$ cat config.mk
export PLATFORM = sky130hd
export DESIGN_NAME = fxp_mul_add
export DESIGN_NICKNAME = d
export VERILOG_FILES = /design/src/rtl/fxp_pkg.sv /design/src/rtl/fxp_mul.sv /design/src/rtl/fxp_mul_add.sv
export SDC_FILE = /design/constraint.sdc
export NUM_CORES = 1
export LEC_CHECK = 0
export ABC_CLOCK_PERIOD_IN_PS = 6800
export BUFFER_PORTS_ARGS = -buffer_cell sky130_fd_sc_hd__buf_4
export CORE_AREA = 2 2 172 174
export CTS_CLUSTER_SIZE = 8
export DETAILED_ROUTE_END_ITERATION = 6
export DIE_AREA = 0 0 174 176
export PLACE_DENSITY_LB_ADDON = 0.3
export SYNTH_ARGS = -nofsm -noshare
export SYNTH_HDL_FRONTEND = slang
export SYNTH_SLANG_ARGS = --single-unit
$ cat constraint.sdc
create_clock -name clock -period 6.8 [get_ports clock]
set_clock_uncertainty 0.05 [all_clocks]
set_input_delay 0 -clock clock [delete_from_list [all_inputs] [get_ports clock]]
set_output_delay 0 -clock clock [all_outputs]
set_load 0.1 [all_outputs]
$ cat src/rtl/fxp_pkg.sv
// Shared fixed-point helpers: default Q format, signed range limits and reduction.
package fxp_pkg;

   // Wide working type; covers a full 2*bits product for bits up to 32.
   localparam int unsigned FXP_CALC_W    = 64;
   localparam int unsigned FXP_BITS      = 16;
   localparam int unsigned FXP_FRAC_BITS = 8;

   typedef logic signed [FXP_CALC_W-1:0] fxp_calc_t;

   // Largest signed value representable in w bits.
   function automatic fxp_calc_t fxp_smax(input int unsigned w);
      return (fxp_calc_t'(1) <<< (w - 1)) - fxp_calc_t'(1);
   endfunction

   // Smallest signed value representable in w bits.
   function automatic fxp_calc_t fxp_smin(input int unsigned w);
      return -(fxp_calc_t'(1) <<< (w - 1));
   endfunction

   // True when v does not fit a signed w-bit word.
   function automatic logic fxp_overflow(input fxp_calc_t v, input int unsigned w);
      return (v > fxp_smax(w)) || (v < fxp_smin(w));
   endfunction

   // Clamp to the w-bit signed range when sat is set; otherwise pass v through so
   // the caller's truncation to w bits yields the wrapped result.
   function automatic fxp_calc_t fxp_reduce(input fxp_calc_t v, input int unsigned w,
                                            input logic sat);
      fxp_calc_t r;
      r = v;
      if (sat && (v > fxp_smax(w))) r = fxp_smax(w);
      if (sat && (v < fxp_smin(w))) r = fxp_smin(w);
      return r;
   endfunction

endpackage

$ cat src/rtl/fxp_mul.sv
// Combinational Q-format multiply: full product, floor shift, reduce to bits.
module fxp_mul
   import fxp_pkg::*;
#(
   parameter int unsigned bits            = FXP_BITS,
   parameter int unsigned fractional_bits = FXP_FRAC_BITS,
   parameter int unsigned SATURATE        = 0
) (
   input  logic signed [bits-1:0] a_i,
   input  logic signed [bits-1:0] b_i,
   output logic signed [bits-1:0] product_o_c,
   output logic                   ovf_o_c
);

   logic signed [2*bits-1:0] full;
   logic signed [2*bits-1:0] shifted;

   // Arithmetic shift truncates toward minus infinity.
   always_comb begin
      full        = (2*bits)'(a_i) * (2*bits)'(b_i);
      shifted     = full >>> fractional_bits;
      ovf_o_c     = fxp_overflow(fxp_calc_t'(shifted), bits);
      product_o_c = bits'(fxp_reduce(fxp_calc_t'(shifted), bits, SATURATE != 0));
   end

endmodule

$ cat src/rtl/fxp_mul_add.sv
// Registered fixed-point unit producing A+B, scaled A*B and C+product each accepted cycle.
module fxp_mul_add
   import fxp_pkg::*;
#(
   parameter int unsigned bits            = FXP_BITS,
   parameter int unsigned fractional_bits = FXP_FRAC_BITS,
   parameter int unsigned SATURATE        = 0
) (
   input  logic                   clock,
   input  logic                   reset,
   input  logic                   in_valid,
   input  logic signed [bits-1:0] A,
   input  logic signed [bits-1:0] B,
   input  logic signed [bits-1:0] C,
   output logic                   out_valid,
   output logic        [bits-1:0] Sum,
   output logic        [bits-1:0] Product,
   output logic        [bits-1:0] Mac,
   output logic                   overflow
);

   logic signed [bits-1:0] prod_c;
   logic                   prod_ovf_c;
   logic signed [bits:0]   sum_x;
   logic signed [bits:0]   mac_x;
   logic                   sum_ovf;
   logic                   mac_ovf;

   logic [bits-1:0] sum_d, sum_q;
   logic [bits-1:0] prod_d, prod_q;
   logic [bits-1:0] mac_d, mac_q;
   logic            ovf_d, ovf_q;
   logic            valid_d, valid_q;

   fxp_mul #(
      .bits            (bits),
      .fractional_bits (fractional_bits),
      .SATURATE        (SATURATE)
   ) u_mul (
      .a_i         (A),
      .b_i         (B),
      .product_o_c (prod_c),
      .ovf_o_c     (prod_ovf_c)
   );

   // Exact (bits+1)-bit adds, reduce, and load the result registers on a valid cycle.
   always_comb begin
      sum_d   = sum_q;
      prod_d  = prod_q;
      mac_d   = mac_q;
      ovf_d   = ovf_q;
      valid_d = in_valid;

      sum_x   = (bits+1)'(A) + (bits+1)'(B);
      mac_x   = (bits+1)'(C) + (bits+1)'(prod_c);
      sum_ovf = fxp_overflow(fxp_calc_t'(sum_x), bits);
      mac_ovf = fxp_overflow(fxp_calc_t'(mac_x), bits);

      if (in_valid) begin
         sum_d  = bits'(fxp_reduce(fxp_calc_t'(sum_x), bits, SATURATE != 0));
         prod_d = prod_c;
         mac_d  = bits'(fxp_reduce(fxp_calc_t'(mac_x), bits, SATURATE != 0));
         ovf_d  = sum_ovf | prod_ovf_c | mac_ovf;
      end
   end

   // Output register stage; reset wins over a simultaneous operand set.
   always_ff @(posedge clock) begin
      if (reset) begin
         sum_q   <= '0;
         prod_q  <= '0;
         mac_q   <= '0;
         ovf_q   <= 1'b0;
         valid_q <= 1'b0;
      end else begin
         sum_q   <= sum_d;
         prod_q  <= prod_d;
         mac_q   <= mac_d;
         ovf_q   <= ovf_d;
         valid_q <= valid_d;
      end
   end

   assign out_valid = valid_q;
   assign Sum       = sum_q;
   assign Product   = prod_q;
   assign Mac       = mac_q;
   assign overflow  = ovf_q;

endmodule

==> metrics.json, run 1 <==
{
  "share_of_post_route_cells_with_drive_strength_above_1_pct": 21.7,
  "synth.net_count": 1841,
  "antenna_found_initial": 0,
  "vias_after_detailed_routing": 10400,
  "num_rows": 62,
  "syn2layout_area_growth_pct": 23.0,
  "portBuffers": 100,
  "clockBufferDepth": 2,
  "status": "completed",
  "hold_slack_ns": 0.0636,
  "endpoint_kind": "flip-flop",
  "hold_depth": 4,
  "synth_cells": 1414,
  "vias_per_cell": 5.12,
  "synthDominantCellAreaShare_pct": 41.0,
  "final_nets": 2070,
  "setup-violations-final": 0,
  "yosysSeqAreaShare_pct": 7.83,
  "yosys-top-cells-count": "sky130_fd_sc_hd__inv_1 (304), sky130_fd_sc_hd__fa_1 (262), sky130_fd_sc_hd__nand2_1 (139)",
  "number_of_cells_in_the_design_after_placement": 2014,
  "async_flop_share_pct": 0,
  "grt_pass1_wl_um": 55800,
  "drt_first_iter_violations": 518,
  "critical_path.most_common_cell": "sky130_fd_sc_hd__fa_1",
  "grt_remaining_overflow": 0,
  "timing.rr.start": "Sum[11]$_SDFFE_PP0P_",
  "floorplan.die.width_um": 174,
  "place_hpwl_um": 29600,
  "start_util_pct": 44.8,
  "finalWirelength_um": 34300,
  "reg2reg_to": "Sum[11]$_SDFFE_PP0P_",
  "htree_num_levels": 2,
  "cts.sinks": 50,
  "path_max_fanout": 11,
  "cts_buffers": 5,
  "clockRootBuffer": "sky130_fd_sc_hd__clkbuf_16",
  "worstSetupPathType": "in2reg",
  "worst_hold_path_type": "in2reg",
  "synth-edff-count": 0,
  "fp.coreArea_um2": 28500,
  "timing_worst_slew_pin_value_ns": 0.773,
  "critical_path_required_ns": 6.91,
  "synth_most_common_cell": "sky130_fd_sc_hd__inv_1",
  "cpMaxStageDelayCell": "sky130_fd_sc_hd__fa_2",
  "clkSlewWorstSetupHoldPaths_ns": 0.07,
  "yosys.area.top_type": "sky130_fd_sc_hd__fa_1",
  "synth_cell_types": 65,
  "synth_top_flop_cell": "sky130_fd_sc_hd__dfxtp_1",
  "1st_pass_router_iterations": 6,
  "total_track_usage_pct": 22.8,
  "fmax_ghz": 0.150,
  "area_of_the_die_um2": 30600,
  "timing_max_transition_violations_final": 0,
  "syn-cell-area_um2": 12800,
  "worstSetupEndpoint": "overflow$_SDFFE_PP0P_",
  "chip_height_um": 176,
  "grt_setup_unrepaired": "yes",
  "period_needed_ns": 6.66,
  "routabilityCongestion": 0.937,
  "antenna_left": 0,
  "timing.critical_path.from": "B[3]",
  "io_pins": 101,
  "synth.top_cells.by_area": "sky130_fd_sc_hd__fa_1 (41%), sky130_fd_sc_hd__ha_1 (11%), sky130_fd_sc_hd__inv_1 (8.9%), sky130_fd_sc_hd__dfxtp_1 (7.8%), sky130_fd_sc_hd__and2_1 (5.6%)",
  "timing.final.crit_share_pct": 98.0,
  "instances_no_fill": 2028,
  "worstPathArrival_ns": 6.77,
  "grt_max_degree": 51,
  "first_global_vias": 11200,
  "worst_slew_margin_rel_pct": 47.8,
  "clock_tree_from_tritoncts": "built",
  "kind_of_start_point_of_the_critical_path": "primary input",
  "num_antenna_cells": 0,
  "average_wire_per_cell_in_the_routed_design_um": 16.9,
  "drv.max_cap_violation_count": 0,
  "syn_area_per_cell_um2": 9.04,
  "final-hold-violation-count": 0,
  "synth.yosys.warnings": 0,
  "postSynthRegisterBits": 50,
  "clk_latency_ns": 0.29,
  "route.detailed.drc": 0,
  "rrSetupSlack_ns": 6.04,
  "worst_reg2reg_path_length_in_cells": 2,
  "critPathMaxStageDelay_ns": 0.60
}
==> cell usage in the layout (no fill, tap or decap), types with 9 or more instances in the layout <==
cell type                  instances
sky130_fd_sc_hd__a211oi_1         16
sky130_fd_sc_hd__a21o_1           13
sky130_fd_sc_hd__a21oi_1          29
sky130_fd_sc_hd__and2_1          113
sky130_fd_sc_hd__buf_4           257
sky130_fd_sc_hd__dfxtp_1          50
sky130_fd_sc_hd__fa_1            256
sky130_fd_sc_hd__ha_1             98
sky130_fd_sc_hd__ha_4             11
sky130_fd_sc_hd__inv_1           296
sky130_fd_sc_hd__mux2i_1          34
sky130_fd_sc_hd__nand2_1         137
sky130_fd_sc_hd__nand2b_1         15
sky130_fd_sc_hd__nand3_1          12
sky130_fd_sc_hd__nor2_1           76
sky130_fd_sc_hd__nor3_1           17
sky130_fd_sc_hd__o21a_1            9
sky130_fd_sc_hd__o21ai_0          18
sky130_fd_sc_hd__xnor2_1          29
sky130_fd_sc_hd__xor2_1           16
==> cells by family after synthesis <==
logic type                 share of synthesized area (%)
and+or+nand+nor                                     15.9
adders and majority gates                           52.2
buffers and inverters                               10.6
AOI/OAI and AO/OA                                   7.44
DFF                                                 7.83
xor gates and xnor gates                            3.36
muxes                                               2.66
==> state kept, by name, indices dropped and copies added (netlist names) <==
| name | cells |
|---|---|
| Mac | 16 |
| Product | 16 |
| overflow | 1 |
| Sum | 16 |
| out_valid | 1 |
==> final cells by class <==
type | count | area (um^2)
Clock buffer | 6 | 129
Clock inverter | 2 | 37.5
Fill cell | 2639 | 12800
Inverter | 304 | 1140
Multi-Input combinational cell | 1012 | 10800
Sequential cell | 50 | 1000
Tap cell | 384 | 480
Timing Repair Buffer | 270 | 2110
==> timing repair <==
| action | CTS | global route |
|---|---|---|
| endpoints found under the setup margin | 1 | 3 |
| hold buffers | 0 | 0 |
| pin swaps | 15 | 49 |
| buffers inserted | 3 | 3 |
| resized for setup | 10 | 68 |
==> through the flow <==
stage                     cell area [um^2]  util, %  setup slack [ns]  setup TNS [ns]
after floorplan                      12900        -           0.00348               0
after global placement               15100     53.0            -0.279          -0.353
after detailed placement             15100     53.0            -0.361          -0.505
after CTS                            15300     53.8           0.00487               0
after global routing                 15700     55.1            -0.133          -0.182
final                                15700     55.1             0.137               0
==> layer usage <==
layer  track usage (%)  wire, um  up-vias
met5                 0         0        -
met4              7.14       972        0
met3              2.82      1680       63
met2              41.4     18300      276
met1              28.4     13300     5241
li1                  -         -     4804
==> worst min path at each step <==
stage                     start  slack (ns)                   to
final                      C[0]        0.06  Mac[0]$_SDFFE_PP0P_
after global routing       C[0]        0.10  Mac[0]$_SDFFE_PP0P_
after CTS                  C[0]        0.07  Mac[0]$_SDFFE_PP0P_
after detailed placement   C[0]        0.37  Mac[0]$_SDFFE_PP0P_
after global placement     C[0]        0.35  Mac[0]$_SDFFE_PP0P_
after floorplan            B[0]        0.20  Sum[0]$_SDFFE_PP0P_
==> critical path, delay by kind of cell <==
family	cells	cell delay, ns
xor gates and xnor gates	1	0.18
buffers and inverters	9	0.86
and+or+nand+nor	5	1.16
adders and majority gates	8	3.77
AOI/OAI and AO/OA	5	0.79
Power of run 1 is left out: the tool's default activity adds up to more than one toggle a clock period on the data nets, which glitch-free logic cannot reach.
==> run 2: changes to the inputs <==
ABC_AREA = 1   (was unset)
CORE_AREA = 2 2 178 180   (was 2 2 172 174)
DIE_AREA = 0 0 180 182   (was 0 0 174 176)
==> metrics.json, run 2 <==
{
  "cts_buffers": {"value": 5, "change": "unchanged"},
  "drv.max_cap_violation_count": {"value": 0, "change": "unchanged"},
  "timing_max_transition_violations_final": {"value": 0, "change": "unchanged"},
  "mostFrequentLayoutCells": "sky130_fd_sc_hd__inv_1 (518), sky130_fd_sc_hd__nand2_1 (436), sky130_fd_sc_hd__fa_1 (262)",
  "synth_top_flop_cell": "sky130_fd_sc_hd__dfxtp_1",
  "kind_of_start_point_of_the_critical_path": "primary input",
  "share_of_post_route_cells_with_drive_strength_above_1": {"value": 10.9, "unit": "%", "change": "-11 points"},
  "synth_most_common_cell": "sky130_fd_sc_hd__inv_1",
  "final_core_utilization": {"value": 50.1, "unit": "%", "change": "-5.0 points"},
  "vias_per_cell": {"value": 4.94, "change": "-3.4%"},
  "syn_area_per_cell": {"value": 7.39, "unit": "um^2", "change": "-18%"},
  "critical_path_required": {"value": 6.96, "unit": "ns", "change": "+0.05 ns"},
  "fp.coreArea": {"value": 31000, "unit": "um^2", "change": "+8.5%"},
  "io_pins": {"value": 101, "change": "unchanged"},
  "final_nets": {"value": 2403, "change": "+16%"},
  "clkSlewWorstSetupHoldPaths": {"value": 0.08, "unit": "ns", "change": "about the same"},
  "postSynthRegisterBits": {"value": 50, "change": "unchanged"},
  "chip_height": {"value": 182, "unit": "um", "change": "+3.4%"},
  "worst_reg2reg_path_length_in_cells": {"value": 4, "change": "+2"},
  "status": "completed",
  "finalWirelength": {"value": 38300, "unit": "um", "change": "+12%"},
  "timing.rr.start": "Product[3]$_SDFFE_PP0P_",
  "floorplan.die.width": {"value": 180, "unit": "um", "change": "+3.4%"},
  "setup-violations-final": {"value": 0, "change": "unchanged"},
  "fmax": {"value": 0.155, "unit": "GHz", "change": "+3.4%"},
  "timing_worst_slew_pin_value": {"value": 1.11, "unit": "ns", "change": "+0.334 ns"},
  "area_of_the_die": {"value": 32800, "unit": "um^2", "change": "+7.0%"},
  "start_util": {"value": 44.4, "unit": "%", "change": "-0.33 points"},
  "synth.top_cells.by_area": "sky130_fd_sc_hd__fa_1 (38%), sky130_fd_sc_hd__inv_1 (14%), sky130_fd_sc_hd__nand2_1 (12%), sky130_fd_sc_hd__ha_1 (10%), sky130_fd_sc_hd__dfxtp_1 (7.3%)",
  "yosysSeqAreaShare": {"value": 7.27, "unit": "%", "change": "-0.56 points"},
  "timing.final.crit_share": {"value": 94.8, "unit": "%", "change": "-3.2 points"},
  "clockBufferDepth": {"value": 2, "change": "unchanged"},
  "hold_depth": {"value": 4, "change": "unchanged"},
  "critical_path_buf_inv_count": {"value": 4, "change": "-5"},
  "routabilityCongestion": {"value": 0.945, "change": "+0.84%"},
  "worstPathArrival": {"value": 6.60, "unit": "ns", "change": "-0.17 ns"},
  "grt_remaining_overflow": {"value": 0, "change": "unchanged"},
  "critical_path.most_common_cell": "sky130_fd_sc_hd__fa_1",
  "syn2layout_area_growth_pct": 12.7,
  "syn-cell-area": {"value": 13800, "unit": "um^2", "change": "+7.7%"},
  "clk_latency": {"value": 0.30, "unit": "ns", "change": "about the same"},
  "worstHoldEndpoint": "Mac[0]$_SDFFE_PP0P_",
  "period_needed": {"value": 6.45, "unit": "ns", "change": "-0.217 ns"},
  "number_of_cells_in_the_design_after_placement": {"value": 2363, "change": "+17%"},
  "endpoint_kind": "flip-flop",
  "path_delay_family": "adder cells",
  "critPathMaxStageDelay": {"value": 0.55, "unit": "ns", "change": "-0.05 ns"},
  "antenna_found_initial": {"value": 0, "change": "unchanged"},
  "synth_cells": {"value": 1863, "change": "+32%"},
  "worst_slew_margin_rel": {"value": 26.1, "unit": "%", "change": "-22 points"},
  "async_flop_share": {"value": 0, "unit": "%", "change": "unchanged"},
  "yosys-top-cells-count": "sky130_fd_sc_hd__inv_1 (518), sky130_fd_sc_hd__nand2_1 (438), sky130_fd_sc_hd__fa_1 (262)",
  "instances_no_fill": {"value": 2378, "change": "+17%"},
  "grt_max_degree": {"value": 84, "change": "+65%"},
  "num_rows": {"value": 65, "change": "+4.8%"},
  "path_depth": {"value": 27, "change": "-3.6%"},
  "antenna_left": {"value": 0, "change": "unchanged"},
  "synth-edff-count": {"value": 0, "change": "unchanged"},
  "synthDominantCellAreaShare": {"value": 38.1, "unit": "%", "change": "-2.9 points"},
  "reg2reg_to": "Product[3]$_SDFFE_PP0P_",
  "cts.sinks": {"value": 50, "change": "unchanged"},
  "1st_pass_router_iterations": {"value": 6, "change": "unchanged"},
  "worst_hold_path_type": "in2reg",
  "htree_num_levels": {"value": 2, "change": "unchanged"},
  "synth.net_count": {"value": 2290, "change": "+24%"},
  "synth.yosys.warnings": {"value": 0, "change": "unchanged"},
  "route.detailed.drc": {"value": 0, "change": "unchanged"},
  "nFillCells": {"value": 3076, "change": "+17%"},
  "yosys.area.top_type": "sky130_fd_sc_hd__fa_1",
  "path_max_fanout": {"value": 16, "change": "+5"},
  "worstSetupPathType": "in2reg",
  "hold_start": "C[0]",
  "num_antenna_cells": {"value": 0, "change": "unchanged"},
  "layout_commonest_cell": "sky130_fd_sc_hd__inv_1",
  "average_wire_per_cell_in_the_routed_design": {"value": 16.1, "unit": "um", "change": "-4.6%"},
  "drt_first_iter_violations": {"value": 693, "change": "+34%"},
  "place_hpwl": {"value": 32800, "unit": "um", "change": "+11%"},
  "vias_after_detailed_routing": {"value": 11800, "change": "+13%"},
  "synth_cell_types": {"value": 36, "change": "-45%"},
  "total_track_usage": {"value": 24.2, "unit": "%", "change": "+1.4 points"},
  "clockRootBuffer": "sky130_fd_sc_hd__clkbuf_16",
  "cpMaxStageDelayCell": "sky130_fd_sc_hd__fa_1",
  "grt_pass1_wl": {"value": 62500, "unit": "um", "change": "+12%"},
  "rrSetupSlack": {"value": 5.99, "unit": "ns", "change": "-0.05 ns"},
  "first_global_vias": {"value": 12400, "change": "+11%"},
  "hold_slack": {"value": 0.0118, "unit": "ns", "change": "-0.0519 ns"},
  "portBuffers": {"value": 100, "change": "unchanged"},
  "final-hold-violation-count": {"value": 0, "change": "unchanged"},
  "clock_tree_from_tritoncts": "built"
}
==> run 2: cell count changes in the layout (fill, tap and decap cells not counted), moves of 23 or more <==
cell / change
sky130_fd_sc_hd__buf_4: -103
sky130_fd_sc_hd__nor2_1: +23
sky130_fd_sc_hd__o21ai_0: +42
sky130_fd_sc_hd__and2_1: -112
sky130_fd_sc_hd__mux2i_1: -34
sky130_fd_sc_hd__nand2_1: +299
sky130_fd_sc_hd__nand3_1: +27
sky130_fd_sc_hd__a21oi_1: +54
sky130_fd_sc_hd__inv_1: +222
==> run 2: repair_timing <==
item                                    4_1_cts  5_1_grt
setup buffers                                 0        7
gates resized for setup                       0       24
hold buffers                                  1        0
endpoints found under the hold margin         1        0
endpoints found under the setup margin        0        5
==> run 2: area by class of cell <==
class	instances	area, um^2	share of cell area (%)
clock buffer	5	125	0.806
clock inverter	2	15.0	0.0968
inverter	529	1990	12.8
multi-input combinational	1235	10700	69.1
sequential	50	1000	6.45
tap	402	503	3.24
timing repair buffer	155	1170	7.51
==> run 2: logic make-up (layout without fill, tap and decap cells) <==
family	after synthesis	count (layout)	synth area share, %
AOI/OAI and AO/OA	188	188	7.35
and+or+nand+nor	619	619	17.9
buffers and inverters	578	691	15.8
xor gates and xnor gates	52	52	3.31
DFF	50	50	7.27
adders and majority gates	376	376	48.4
==> run 2: how the worst max path moves through the flow <==
stage	startpoint	end	slack, ns
floorplan	A[15]	overflow$_SDFFE_PP0P_	0.23
global route	B[9]	overflow$_SDFFE_PP0P_	-0.03
detailed placement	B[9]	overflow$_SDFFE_PP0P_	-0.007
CTS	B[9]	overflow$_SDFFE_PP0P_	0.29
global placement	B[9]	overflow$_SDFFE_PP0P_	-0.03
finish	B[9]	overflow$_SDFFE_PP0P_	0.35
==> run 2: worst register-to-register path, stage by stage (launching register included) <==
cell and delay [ns]:
sky130_fd_sc_hd__dfxtp_1 0.36, sky130_fd_sc_hd__nor2_1 0.05, sky130_fd_sc_hd__nor2_1 0.11, sky130_fd_sc_hd__o21ai_0 0.09
sky130_fd_sc_hd__inv_1 0.09
==> run 2: through the flow <==
step / TNS (ns) / area (um^2) / worst slack, ns
global route: -0.0311 / 15500 / -0.0311
CTS: 0 / 15300 / 0.292
floorplan: 0 / 13800 / 0.227
finish: 0 / 15500 / 0.354
detailed placement: -0.00660 / 15200 / -0.00660
global placement: -0.0313 / 15200 / -0.0313
==> run 2: per-layer routing <==
metal / up-vias / track usage (%) / wire length [um]
li1: 5648 / - / -
met1: 5714 / 30.9 / 16400
met2: 322 / 42.8 / 18900
met3: 74 / 2.79 / 1810
met4: 0 / 7.74 / 1180
met5: - / 0 / 0
Power of run 2 is left out for the same reason.
==> run 3: changes to the inputs <==
HOLD_SLACK_MARGIN = 0.05   (was unset)
==> metrics.json, run 3 (synthesis results as in run 2) <==
{
  "worstPathArrival": {"value": 6.61, "unit": "ns", "change": "about the same"},
  "fp.coreArea": {"value": 31000, "unit": "um^2", "change": "unchanged"},
  "cts_buffers": {"value": 5, "change": "unchanged"},
  "grt_max_degree": {"value": 84, "change": "unchanged"},
  "place_hpwl": {"value": 32800, "unit": "um", "change": "unchanged"},
  "drt_first_iter_violations": {"value": 727, "change": "+4.9%"},
  "share_of_post_route_cells_with_drive_strength_above_1": {"value": 10.9, "unit": "%", "change": "about the same"},
  "floorplan.die.width": {"value": 180, "unit": "um", "change": "unchanged"},
  "routabilityCongestion": {"value": 0.945, "change": "unchanged"},
  "critical_path_required": {"value": 6.96, "unit": "ns", "change": "about the same"},
  "syn2layout_area_growth": {"value": 12.7, "unit": "%", "change": "about the same"},
  "hold_slack": {"value": 0.0961, "unit": "ns", "change": "+0.0843 ns"},
  "first_global_vias": {"value": 12400, "change": "+0.032%"},
  "drv.max_cap_violation_count": {"value": 0, "change": "unchanged"},
  "start_util": {"value": 44.4, "unit": "%", "change": "unchanged"},
  "grt_remaining_overflow": {"value": 0, "change": "unchanged"},
  "total_track_usage": {"value": 24.2, "unit": "%", "change": "unchanged"},
  "finalWirelength": {"value": 38300, "unit": "um", "change": "-0.14%"},
  "path_max_fanout": {"value": 16, "change": "unchanged"},
  "critical_path.most_common_cell": "sky130_fd_sc_hd__fa_1",
  "period_needed": {"value": 6.45, "unit": "ns", "change": "+0.00701 ns"},
  "htree_num_levels": {"value": 2, "change": "unchanged"},
  "number_of_cells_in_the_design_after_placement": {"value": 2363, "change": "unchanged"},
  "clockBufferDepth": {"value": 2, "change": "unchanged"},
  "instances_no_fill": {"value": 2379, "change": "+0.042%"},
  "clockRootBuffer": "sky130_fd_sc_hd__clkbuf_16",
  "timing_worst_slew_pin_value": {"value": 1.11, "unit": "ns", "change": "+0.00179 ns"},
  "mostFrequentLayoutCells": "sky130_fd_sc_hd__inv_1 (518), sky130_fd_sc_hd__nand2_1 (436), sky130_fd_sc_hd__fa_1 (262)",
  "antenna_found_initial": {"value": 0, "change": "unchanged"},
  "antenna_left": {"value": 0, "change": "unchanged"},
  "final_nets": {"value": 2404, "change": "+0.042%"},
  "chip_height": {"value": 182, "unit": "um", "change": "unchanged"},
  "worst_hold_path_type": "in2reg",
  "endpoint_kind": "flip-flop",
  "worst_slew_margin_rel": {"value": 26.0, "unit": "%", "change": "-0.12 points"},
  "portBuffers": {"value": 100, "change": "unchanged"},
  "status": "completed",
  "fmax": {"value": 0.155, "unit": "GHz", "change": "-0.11%"},
  "final-hold-violation-count": {"value": 0, "change": "unchanged"},
  "num_antenna_cells": {"value": 0, "change": "unchanged"},
  "clk_latency": {"value": 0.30, "unit": "ns", "change": "about the same"},
  "num_rows": {"value": 65, "change": "unchanged"},
  "vias_per_cell": {"value": 4.94, "change": "-0.12%"},
  "critical_path_buf_inv_count": {"value": 4, "change": "unchanged"},
  "setup-violations-final": {"value": 0, "change": "unchanged"},
  "timing.final.crit_share": {"value": 94.9, "unit": "%", "change": "+0.10 points"},
  "path_delay_family": "adder cells",
  "layout_commonest_cell": "sky130_fd_sc_hd__inv_1",
  "cpMaxStageDelayCell": "sky130_fd_sc_hd__fa_1",
  "vias_after_detailed_routing": {"value": 11700, "change": "-0.077%"},
  "grt_pass1_wl": {"value": 62500, "unit": "um", "change": "about the same"},
  "totalNegativeSetupSlack": {"value": 0, "unit": "ns", "change": "unchanged"},
  "rrSetupSlack": {"value": 5.99, "unit": "ns", "change": "about the same"},
  "kind_of_start_point_of_the_critical_path": "primary input",
  "area_of_the_die": {"value": 32800, "unit": "um^2", "change": "unchanged"},
  "timing_max_transition_violations_final": {"value": 0, "change": "unchanged"},
  "critPathMaxStageDelay": {"value": 0.55, "unit": "ns", "change": "about the same"},
  "average_wire_per_cell_in_the_routed_design": {"value": 16.1, "unit": "um", "change": "-0.18%"},
  "1st_pass_router_iterations": {"value": 6, "change": "unchanged"},
  "worstSetupPathType": "in2reg",
  "io_pins": {"value": 101, "change": "unchanged"},
  "route.detailed.drc": {"value": 0, "change": "unchanged"},
  "clock_tree_from_tritoncts": "built",
  "cts.sinks": {"value": 50, "change": "unchanged"},
  "clkSlewWorstSetupHoldPaths": {"value": 0.08, "unit": "ns", "change": "about the same"}
}
[run 3: cell types whose count changed in the layout (fill, tap and decap cells not counted)]
cell | previous run | this run
sky130_fd_sc_hd__dlygate4sd3_1 | 1 | 2
[run 3: tightest hold or removal path, delay by kind of cell]
kind	cells	cell delay, ns
AO/OA/AOI/OAI	1	0.06
buffers and inverters	2	0.19
adder cells (fa/ha/maj)	1	0.16
[run 3: final cells by class]
type | instances | area (um^2)
Timing Repair Buffer | 156 | 1180
Fill cell | 3075 | 15500
Sequential cell | 50 | 1000
Inverter | 529 | 1990
Multi-Input combinational cell | 1235 | 10700
Clock inverter | 2 | 15.0
Clock buffer | 5 | 125
Tap cell | 402 | 503
[run 3: layer usage]
metal	global-route usage (%)	wire [um]	vias up
met1	30.9	16400	5713
met2	42.8	18900	311
li1	-	-	5650
met4	7.74	1180	0
met3	2.79	1790	75
met5	0	0	-
[run 3: metrics by stage]
stage               setup WS, ns  util, %  area (um^2)
detailed placement      -0.00660     49.0        15200
global placement         -0.0313     49.0        15200
global route             -0.0311     50.1        15500
floorplan                  0.227        -        13800
finish                     0.347     50.1        15500
CTS                        0.292     49.5        15400
[run 3: path summary, 6_finish.rpt]
check,end,from,cells past startpoint
max,overflow$_SDFFE_PP0P_,B[9],27
min,Mac[1]$_SDFFE_PP0P_,C[1],4
max reg2reg,Product[3]$_SDFFE_PP0P_,Product[3]$_SDFFE_PP0P_,4
min reg2reg,Sum[15]$_SDFFE_PP0P_,Sum[15]$_SDFFE_PP0P_,2
[run 3: repair_timing]
item                       4_1_cts  5_1_grt
hold buffers                     2        0
setup endpoints to repair        0        5
setup buffers                    0        7
hold endpoints to repair         2        0
resized for setup                0       24
Power of run 3 is left out for the same reason.
